**src/rtl/mem_port_arbiter_if.sv**
```systemverilog
// mem_port_arbiter_if: fetch, MA and memory handshake signals; slave = arbiter view, master = pipeline/memory view
interface mem_port_arbiter_if;
  logic        if_req;
  logic [31:0] if_addr;
  logic [31:0] if_rdata;
  logic        if_ready;
  logic        if_stall;
  logic        ma_req;
  logic        ma_we;
  logic [31:0] ma_addr;
  logic [31:0] ma_wdata;
  logic [31:0] ma_rdata;
  logic        ma_ready;
  logic        ma_stall;
  logic        mem_req;
  logic        mem_we;
  logic [31:0] mem_addr;
  logic [31:0] mem_wdata;
  logic [31:0] mem_rdata;
  logic        mem_ack;
  modport slave (
    input  if_req, if_addr, ma_req, ma_we, ma_addr, ma_wdata, mem_rdata, mem_ack,
    output if_rdata, if_ready, if_stall, ma_rdata, ma_ready, ma_stall,
           mem_req, mem_we, mem_addr, mem_wdata
  );
  modport master (
    output if_req, if_addr, ma_req, ma_we, ma_addr, ma_wdata, mem_rdata, mem_ack,
    input  if_rdata, if_ready, if_stall, ma_rdata, ma_ready, ma_stall,
           mem_req, mem_we, mem_addr, mem_wdata
  );
endinterface

```
**src/rtl/mem_port_arbiter.sv**
```systemverilog
// mem_port_arbiter: shares one variable-latency memory between fetch and MA ports (clk, reset, bus = fetch/MA/memory handshakes)
module mem_port_arbiter #(
  parameter int MAX_DATA_RUN = 4
) (
  input logic clk,
  input logic reset,
  mem_port_arbiter_if.slave bus
);
  localparam int CW = $clog2(MAX_DATA_RUN + 1);
  localparam logic [CW-1:0] RUN_MAX = CW'(MAX_DATA_RUN);
  typedef enum logic [1:0] {IDLE, IF_BUSY, MA_BUSY} state_t;
  state_t state, state_nxt;
  logic [CW-1:0] run_cnt;
  logic if_v, ma_v;
  // a port whose ready pulse is high this cycle has just been served, so its held request is stale
  assign if_v = bus.if_req & ~bus.if_ready;
  assign ma_v = bus.ma_req & ~bus.ma_ready;
  assign bus.if_stall = bus.if_req & ~bus.if_ready;
  assign bus.ma_stall = bus.ma_req & ~bus.ma_ready;
  always_comb begin
    state_nxt = state;
    if (state == IDLE)
      state_nxt = (ma_v && (!if_v || run_cnt < RUN_MAX)) ? MA_BUSY : if_v ? IF_BUSY : IDLE;
    else if (bus.mem_ack)
      state_nxt = IDLE;
  end
  always_ff @(posedge clk) begin
    if (reset) state <= IDLE;
    else state <= state_nxt;
  end
  always_ff @(posedge clk) begin
    if (reset) begin
      run_cnt       <= '0;
      bus.mem_req   <= 1'b0;
      bus.mem_we    <= 1'b0;
      bus.mem_addr  <= '0;
      bus.mem_wdata <= '0;
      bus.if_ready  <= 1'b0;
      bus.ma_ready  <= 1'b0;
      bus.if_rdata  <= '0;
      bus.ma_rdata  <= '0;
    end else begin
      bus.if_ready <= 1'b0;
      bus.ma_ready <= 1'b0;
      if (state == IDLE && state_nxt == MA_BUSY) begin
        bus.mem_req   <= 1'b1;
        bus.mem_we    <= bus.ma_we;
        bus.mem_addr  <= bus.ma_addr;
        bus.mem_wdata <= bus.ma_wdata;
        run_cnt       <= !bus.if_req ? '0 : run_cnt == RUN_MAX ? run_cnt : run_cnt + 1'b1;
      end else if (state == IDLE && state_nxt == IF_BUSY) begin
        bus.mem_req  <= 1'b1;
        bus.mem_we   <= 1'b0;
        bus.mem_addr <= bus.if_addr;
        run_cnt      <= '0;
      end else if (state != IDLE && bus.mem_ack) begin
        bus.mem_req <= 1'b0;
        if (state == IF_BUSY) begin
          bus.if_ready <= 1'b1;
          bus.if_rdata <= bus.mem_rdata;
        end else begin
          bus.ma_ready <= 1'b1;
          bus.ma_rdata <= bus.mem_rdata;
        end
      end
    end
  end
endmodule

```
**src/flat_wrapper.sv**
```systemverilog
// flat-port wrapper written by rule: the top's interface ports become plain ports
module mem_port_arbiter_flat 
#(
  parameter int MAX_DATA_RUN = 4
)
  (clk, reset, bus_if_req, bus_if_addr, bus_ma_req, bus_ma_we, bus_ma_addr, bus_ma_wdata, bus_mem_rdata, bus_mem_ack, bus_if_rdata, bus_if_ready, bus_if_stall, bus_ma_rdata, bus_ma_ready, bus_ma_stall, bus_mem_req, bus_mem_we, bus_mem_addr, bus_mem_wdata);
  mem_port_arbiter_if bus_i ();
  input logic clk;
  input logic reset;
  input wire logic [$bits(bus_i.if_req)-1:0] bus_if_req;
  input wire logic [$bits(bus_i.if_addr)-1:0] bus_if_addr;
  input wire logic [$bits(bus_i.ma_req)-1:0] bus_ma_req;
  input wire logic [$bits(bus_i.ma_we)-1:0] bus_ma_we;
  input wire logic [$bits(bus_i.ma_addr)-1:0] bus_ma_addr;
  input wire logic [$bits(bus_i.ma_wdata)-1:0] bus_ma_wdata;
  input wire logic [$bits(bus_i.mem_rdata)-1:0] bus_mem_rdata;
  input wire logic [$bits(bus_i.mem_ack)-1:0] bus_mem_ack;
  output wire logic [$bits(bus_i.if_rdata)-1:0] bus_if_rdata;
  output wire logic [$bits(bus_i.if_ready)-1:0] bus_if_ready;
  output wire logic [$bits(bus_i.if_stall)-1:0] bus_if_stall;
  output wire logic [$bits(bus_i.ma_rdata)-1:0] bus_ma_rdata;
  output wire logic [$bits(bus_i.ma_ready)-1:0] bus_ma_ready;
  output wire logic [$bits(bus_i.ma_stall)-1:0] bus_ma_stall;
  output wire logic [$bits(bus_i.mem_req)-1:0] bus_mem_req;
  output wire logic [$bits(bus_i.mem_we)-1:0] bus_mem_we;
  output wire logic [$bits(bus_i.mem_addr)-1:0] bus_mem_addr;
  output wire logic [$bits(bus_i.mem_wdata)-1:0] bus_mem_wdata;
  assign bus_i.if_req = bus_if_req;
  assign bus_i.if_addr = bus_if_addr;
  assign bus_i.ma_req = bus_ma_req;
  assign bus_i.ma_we = bus_ma_we;
  assign bus_i.ma_addr = bus_ma_addr;
  assign bus_i.ma_wdata = bus_ma_wdata;
  assign bus_i.mem_rdata = bus_mem_rdata;
  assign bus_i.mem_ack = bus_mem_ack;
  assign bus_if_rdata = bus_i.if_rdata;
  assign bus_if_ready = bus_i.if_ready;
  assign bus_if_stall = bus_i.if_stall;
  assign bus_ma_rdata = bus_i.ma_rdata;
  assign bus_ma_ready = bus_i.ma_ready;
  assign bus_ma_stall = bus_i.ma_stall;
  assign bus_mem_req = bus_i.mem_req;
  assign bus_mem_we = bus_i.mem_we;
  assign bus_mem_addr = bus_i.mem_addr;
  assign bus_mem_wdata = bus_i.mem_wdata;
  mem_port_arbiter #(.MAX_DATA_RUN(MAX_DATA_RUN)) u_core (.clk(clk), .reset(reset), .bus(bus_i));
endmodule
```
**config.mk**
```make
export PLATFORM = sky130hd
export DESIGN_NAME = mem_port_arbiter_flat
export DESIGN_NICKNAME = d
export VERILOG_FILES = /design/src/rtl/mem_port_arbiter_if.sv /design/src/rtl/mem_port_arbiter.sv /design/src/flat_wrapper.sv
export SDC_FILE = /design/constraint.sdc
export NUM_CORES = 1
export LEC_CHECK = 0
export ABC_AREA = 1
export CORE_MARGIN = 2
export CORE_UTILIZATION = 37
export CTS_BUF_LIST = sky130_fd_sc_hd__clkbuf_4 sky130_fd_sc_hd__clkbuf_8
export DETAILED_ROUTE_END_ITERATION = 10
export HOLD_SLACK_MARGIN = 0.02
export MAX_ROUTING_LAYER = met4
export PLACE_DENSITY_LB_ADDON = 0.2
export SLEW_MARGIN = 10
export SYNTH_ARGS = -nofsm -noshare
export SYNTH_HDL_FRONTEND = slang
export SYNTH_SLANG_ARGS = --single-unit
export TNS_END_PERCENT = 1
```
**constraint.sdc**
```tcl
create_clock -name clk -period 1.2 [get_ports clk]
set_input_delay 0.24 -clock clk [delete_from_list [all_inputs] [get_ports clk]]
set_output_delay 0.24 -clock clk [all_outputs]
set_load 0.005 [all_outputs]
```
==> results of run 1 <==
## final cells by class
type	instances	area (um^2)
fill	1339	5475
sequential	137	2895
timing repair buffer	302	2507
multi-input combinational	527	2228
clock buffer	20	275.3
tap	180	225.2
clock inverter	12	162.7
inverter	14	57.56
## through the flow
stage / util, % / hold WS (ns)
floorplan: - / 0.3749
global placement: 59.86 / 0.4342
detailed placement: 59.86 / 0.4377
CTS: 60.31 / 0.07242
global route: 60.40 / 0.09012
finish: 60.40 / 0.1001
## flip-flops by register name, summed over array words and instances, names as in the netlist
register and flops:
u_core.bus.if_ready 1, u_core.bus.mem_req 1, u_core.bus.mem_wdata 32, u_core.state 2
u_core.bus.mem_addr 32, u_core.run_cnt 3, u_core.bus.ma_rdata 32, u_core.bus.ma_ready 1
u_core.bus.if_rdata 32, u_core.bus.mem_we 1
## cells by family after synthesis
| logic type | count (synthesis) |
|---|---|
| and+or+nand+nor | 422 |
| DFF | 137 |
| AOI/OAI and AO/OA | 103 |
| buffers and inverters | 58 |
| adders and majority gates | 2 |
## cell usage in the layout (no fill, tap or decap), types with 8 or more instances in the layout
cell type,instances
clkdlybuf4s50_1,132
buf_2,106
dlygate4sd2_1,10
dfxtp_1,15
dfxtp_2,122
a21oi_1,38
nor2_1,131
clkbuf_8,20
nand2_1,267
buf_4,19
o21ai_0,64
clkbuf_2,13
buf_12,12
buf_6,8
## timing repair
action | CTS | global route
resized for setup | 598 | 47
pin swaps | 2 | 0
hold buffers | 0 | 0
setup buffers | 2 | 0
endpoints found under the setup margin | 267 | 154
## where the power goes
part	switching, uW	internal (uW)	leakage, uW
Sequential	150	4910	0.00117
Combinational	935	1020	0.00265
Clock	1880	2250	0.000205
## metal layers
metal  vias to the layer above  part of all wire (%)  wire length, um
met5                         -                     0                0
met4                         0                   1.6              261
met3                        25                   9.4             1570
met2                       197                    48             7941
met1                      2371                    41             6915
li1                       2808                     -                -
## how the worst max path moves through the flow
| stage | endpoint | slack (ns) | cells past startpoint |
|---|---|---|---|
| CTS | bus_ma_stall | -0.22 | 3 |
| floorplan | u_core.bus.mem_wdata[10] | -0.03 | 7 |
| global placement | u_core.bus.mem_addr[26] | -0.55 | 10 |
| detailed placement | u_core.bus.mem_addr[22] | -0.59 | 10 |
| finish | bus_ma_stall | -0.17 | 3 |
| global route | u_core.bus.mem_addr[12] | -0.29 | 10 |
==> flow_metrics.py, run 1 <==
metrics = {
    "status": {
        "status": "finished with violations",
        "violations": "setup timing",
    },
    "worst_hold_path": {
        "whs_path_depth": 2,
        "min_from": "reset",
        "hp-class": "input port to flop",
        "hold_end": "u_core.bus.ma_ready",
    },
    "setup_path": {
        "crit_required_ns": 0.96,
        "max_stage_delay_ns": 0.33,
        "worstSetupStartpoint": "u_core.bus.ma_ready",
        "cp.arrival_ns": 1.13,
        "r2r-start": "u_core.bus.ma_ready",
        "worstSetupStartpointType": "flop",
        "cp_top_family": "flip-flops",
        "critPathKind": "flop to primary output",
        "cp_slowest_cell": "dfxtp_2",
        "r2r_cells": 9,
        "rrSetupSlack_ns": -0.17,
        "crit_buf_inv": 2,
        "crit_fanout": 3,
        "r2r_end": "u_core.bus.mem_addr[1]",
        "path_cells": "buf_6 > nor2_4 > buf_2",
        "worstSetupEndpointType": "primary output",
    },
    "logic_synthesis": {
        "synth-seq-cells": 137,
        "yosys-top-cells-area": "dfxtp_1 53%, nand2_1 20%, nor2_1 9.6%",
        "yosys.area_share.simple_pct": 31.67,
        "async_flop_share_pct": 0,
        "yosysUniqueCellTypes": 20,
        "yosysMostFrequentCell": "nand2_1",
        "yosys.area.top_type": "dfxtp_1",
        "synth_top_family_by_area": "simple AND/OR/NAND/NOR gates",
        "synth_top_area_share_pct": 52.70,
        "syn_nets": 858,
        "synth-compound-area-share_pct": 9.906,
        "avgSynthCellArea_um2": 7.207,
        "synthCells": 722,
        "synth_edf_count": 0,
        "synth_common_cells": "273 x nand2_1, 137 x dfxtp_1, 133 x nor2_1",
        "synth-adder-area-share_pct": 0.4809,
        "syn_area_um2": 5204,
        "synth_flop_cell": "dfxtp_1",
        "ys_seq_area_share_pct": 52.70,
        "synth_xor_area_share_pct": 0,
        "yosys_warnings": 0,
        "synthMuxAreaShare_pct": 0,
    },
    "placement": {
        "place_congestion": 0.7540,
        "placed_area_um2": 8277,
        "port_buffers": 267,
        "pre_cts_ws_ns": -0.5947,
        "place_hpwl_um": 12000,
        "dpl.cell_count": 1158,
    },
    "global_routing": {
        "first_global_vias": 5122,
        "grtUsageMet3_pct": 7.574,
        "grt.total_usage_pct": 22.85,
        "grt_max_degree": 42,
        "grt_pass1_wl_um": 25860,
        "busiest_layer": "met2",
        "grtUsageMet2_pct": 37.57,
        "overflow": 0,
        "grt_util_met1_pct": 26.24,
        "antenna_found_initial": 0,
    },
    "floorplanning": {
        "io_pins": 268,
        "dieArea_um2": 15030,
        "die_w_um": 122.6,
        "chipHeight_um": 122.6,
        "num_rows": 43,
        "core_area_um2": 13830,
        "initial_utilization_pct": 37.63,
    },
    "clock_network": {
        "clk_pin_slew_ns": 0.08,
        "cts_tree": "built",
        "clk_latency_ns": 0.44,
        "numCtsBuffers": 17,
        "cts.path.max_buffers": 2,
        "cts_root_buf": "clkbuf_8",
        "cts.sinks": 137,
        "htree_num_levels": 4,
    },
    "cells_and_area": {
        "drive_above_1_share_pct": 33.40,
        "design_area_um2": 8352,
        "nNetsFinal": 1135,
        "areaGrowthSynthToFinish_pct": 60.50,
        "diodes": 0,
        "final_cell_count_no_fill": 1192,
    },
    "drt": {
        "via_per_inst": 4.531,
        "drc": 0,
        "vias": 5401,
        "drt-initial-drc-count": 246,
        "ant_nets": 0,
        "drt_wl_total_um": 16690,
        "drt_first_pass_iters": 6,
        "routedWlPerCell_um": 14.00,
    },
    "timing": {
        "clock_skew_ns": 0.008695,
        "finalCritPeriodShare_pct": 114.5,
        "layout_setup_ws_ns": -0.1745,
        "slew_viol_final": 0,
        "hold_viol": 0,
        "setup_tns_ns": -8.313,
        "setup_viol": 84,
        "rsz0062_at_grt": "yes",
        "fmax_mhz": 727.6,
        "max-slew-margin-rel_pct": 73.00,
        "period_needed_ns": 1.374,
        "tightest_slew_ns": 0.4050,
    },
    "power": {
        "ir_worst_vdd_uv": 813.3,
        "total_power_uw": 11150,
        "leakage_uw": 0.004026,
        "power_density_nw_per_um2": 1335,
    },
    "run": {
        "drv_cap": 0,
    },
}
(Power assumes the default switching activity.)
==> run 2: changes to the inputs <==
- CAP_MARGIN: unset -> 15
- CORE_UTILIZATION: 37 -> 36
- CTS_BUF_LIST: sky130_fd_sc_hd__clkbuf_4 sky130_fd_sc_hd__clkbuf_8 -> sky130_fd_sc_hd__clkbuf_8 sky130_fd_sc_hd__clkbuf_16
- SETUP_SLACK_MARGIN: unset -> 0.15
==> run 2 against run 1 <==
  * Worst setup slack got worse by 0.10 ns
  * Final cell count rose by 1.0%
  * Flip-flop and latch count did not move
  * Clock power rose by 37%
  * Via count rose by 2.8%
  * Global-route usage fell by 0.49 points
  * Hold slack improved by 0.24 ns
  * Sequential power rose by 1%
  * The run still ends with setup timing left
  * Clock skew barely moved
  * Combinational power rose by 18%
==> flow_metrics.py, run 2 (synthesized netlist as in run 1, its figures left out) <==
metrics = {
    "status": {
        "status": "finished with violations",
        "violations": "setup timing",
    },
    "global_routing": {
        "overflow": 0,
        "grt_max_degree": 43,
        "grt.total_usage_pct": 22.36,
        "first_global_vias": 5251,
        "grt_pass1_wl_um": 27070,
        "antenna_found_initial": 0,
    },
    "setup_path": {
        "worstSetupEndpointType": "flop",
        "cp.arrival_ns": 1.82,
        "crit_fanout": 8,
        "r2r_cells": 11,
        "worstSetupStartpointType": "flop",
        "crit_required_ns": 1.55,
        "critPathKind": "flop to flop",
    },
    "timing": {
        "layout_setup_ws_ns": -0.2749,
        "tightest_slew_ns": 0.2890,
        "max-slew-margin-rel_pct": 80.73,
        "setup_viol": 80,
        "hold_ws_ns": 0.3441,
        "slew_viol_final": 0,
        "clock_skew_ns": 0.008524,
        "hold_viol": 0,
        "finalCritPeriodShare_pct": 122.9,
        "rsz0062_at_grt": "yes",
        "period_needed_ns": 1.475,
        "setup_tns_ns": -11.78,
        "fmax_mhz": 678.0,
    },
    "floorplanning": {
        "die_w_um": 124.2,
        "chipHeight_um": 124.2,
        "num_rows": 43,
        "initial_utilization_pct": 37.20,
        "core_area_um2": 13990,
        "io_pins": 268,
        "dieArea_um2": 15430,
    },
    "cells_and_area": {
        "seqCellArea_um2": 2885,
        "nNetsFinal": 1147,
        "final_cell_count_no_fill": 1204,
        "design_area_um2": 9236,
        "fin_util_pct": 66.03,
        "multi_input_area_um2": 2331,
        "fillers": 1223,
        "drive_above_1_share_pct": 36.62,
        "final_common_cell": "nand2_1",
        "diodes": 0,
        "areaGrowthSynthToFinish_pct": 77.49,
        "final_cell_mix": "270 x nand2_1, 130 x clkdlybuf4s50_1, 114 x dfxtp_2, 104 x nor2_1, 87 x buf_6",
    },
    "drt": {
        "drt-initial-drc-count": 293,
        "drt-met1-wl_um": 7478,
        "routedWlPerCell_um": 14.38,
        "wl_met2_um": 8231,
        "drt_first_pass_iters": 4,
        "top_layer": "met4",
        "ant_nets": 0,
        "drc": 0,
        "drt_wl_total_um": 17310,
        "via_per_inst": 4.613,
        "wl_met3_um": 1367,
        "vias": 5554,
    },
    "clock_network": {
        "cts_tree": "built",
        "cts.path.max_buffers": 2,
        "cts.sinks": 137,
        "postCtsHoldBufs": 0,
        "clk_pin_slew_ns": 0.06,
        "htree_num_levels": 4,
        "cts_root_buf": "clkbuf_16",
        "clk_latency_ns": 0.41,
        "numCtsBuffers": 17,
    },
    "placement": {
        "dpl.cell_count": 1156,
        "place_congestion": 0.8058,
        "place_hpwl_um": 11550,
        "port_buffers": 267,
        "placed_area_um2": 8197,
    },
    "run": {
        "drv_cap": 0,
    },
    "worst_hold_path": {
        "whs_path_depth": 3,
        "hp-class": "input port to flop",
    },
    "power": {
        "power_density_nw_per_um2": 1416,
        "leakage_uw": 0.004258,
        "ir_worst_vdd_uv": 928.3,
    },
}
[run 2: path summary, 6_finish.rpt]
check | startpoint | to | slack, ns
setup / recovery | u_core.state[1] | u_core.bus.mem_addr[16] | -0.27
hold reg to reg | u_core.bus.mem_addr[3] | u_core.bus.mem_addr[3] | 0.45
setup reg to reg | u_core.state[1] | u_core.bus.mem_addr[16] | -0.27
hold / removal | reset | u_core.bus.mem_wdata[31] | 0.34
[run 2: critical path: stages (launching register included)]
cell and delay [ns]:
dfxtp_2 0.33, nor2_4 0.13, buf_4 0.13, nand3_4 0.08
nand2_4 0.07, buf_6 0.10, inv_2 0.04, nor2_4 0.14
buf_6 0.14, clkbuf_16 0.15, nand2_1 0.05, nand2_1 0.05
[run 2: timing repair]
action / CTS / global route
gates cloned: 3 / 1
setup endpoints to repair: 270 / 270
buffers inserted: 7 / 5
gates resized for setup: 641 / 138
pin swaps: 9 / 8
[run 2: power breakdown]
| part | switching, uW | total, uW | internal [uW] | leakage, uW |
|---|---|---|---|---|
| Combinational | 999 | 2310 | 1320 | 0.00278 |
| Sequential | 193 | 5110 | 4920 | 0.00117 |
| Clock | 2040 | 5650 | 3610 | 0.000307 |
| Total | 3230 | 13100 | 9850 | 0.00426 |
[run 2: final cells by class]
class	count	area share (%)
flip-flops and latches	137	31.24
clock inverters	13	2.073
multi-input cells	528	25.24
clock buffers	19	4.904
inverters	14	0.6773
well taps	180	2.438
repair buffers	313	33.43
[run 2: layer usage]
layer  up-vias  GRT usage (%)
met5         -              -
met1      2486          26.97
met3        19          7.401
li1       2836              -
met2       213          35.78
met4         0          6.477
[run 2: per-stage QoR]
stage	setup WS [ns]	total power, uW
after floorplan	-0.01756	5911
after global placement	-0.7112	7243
after detailed placement	-0.7785	7260
after CTS	-0.2698	13060
after global routing	-0.3530	13670
final	-0.2749	13080
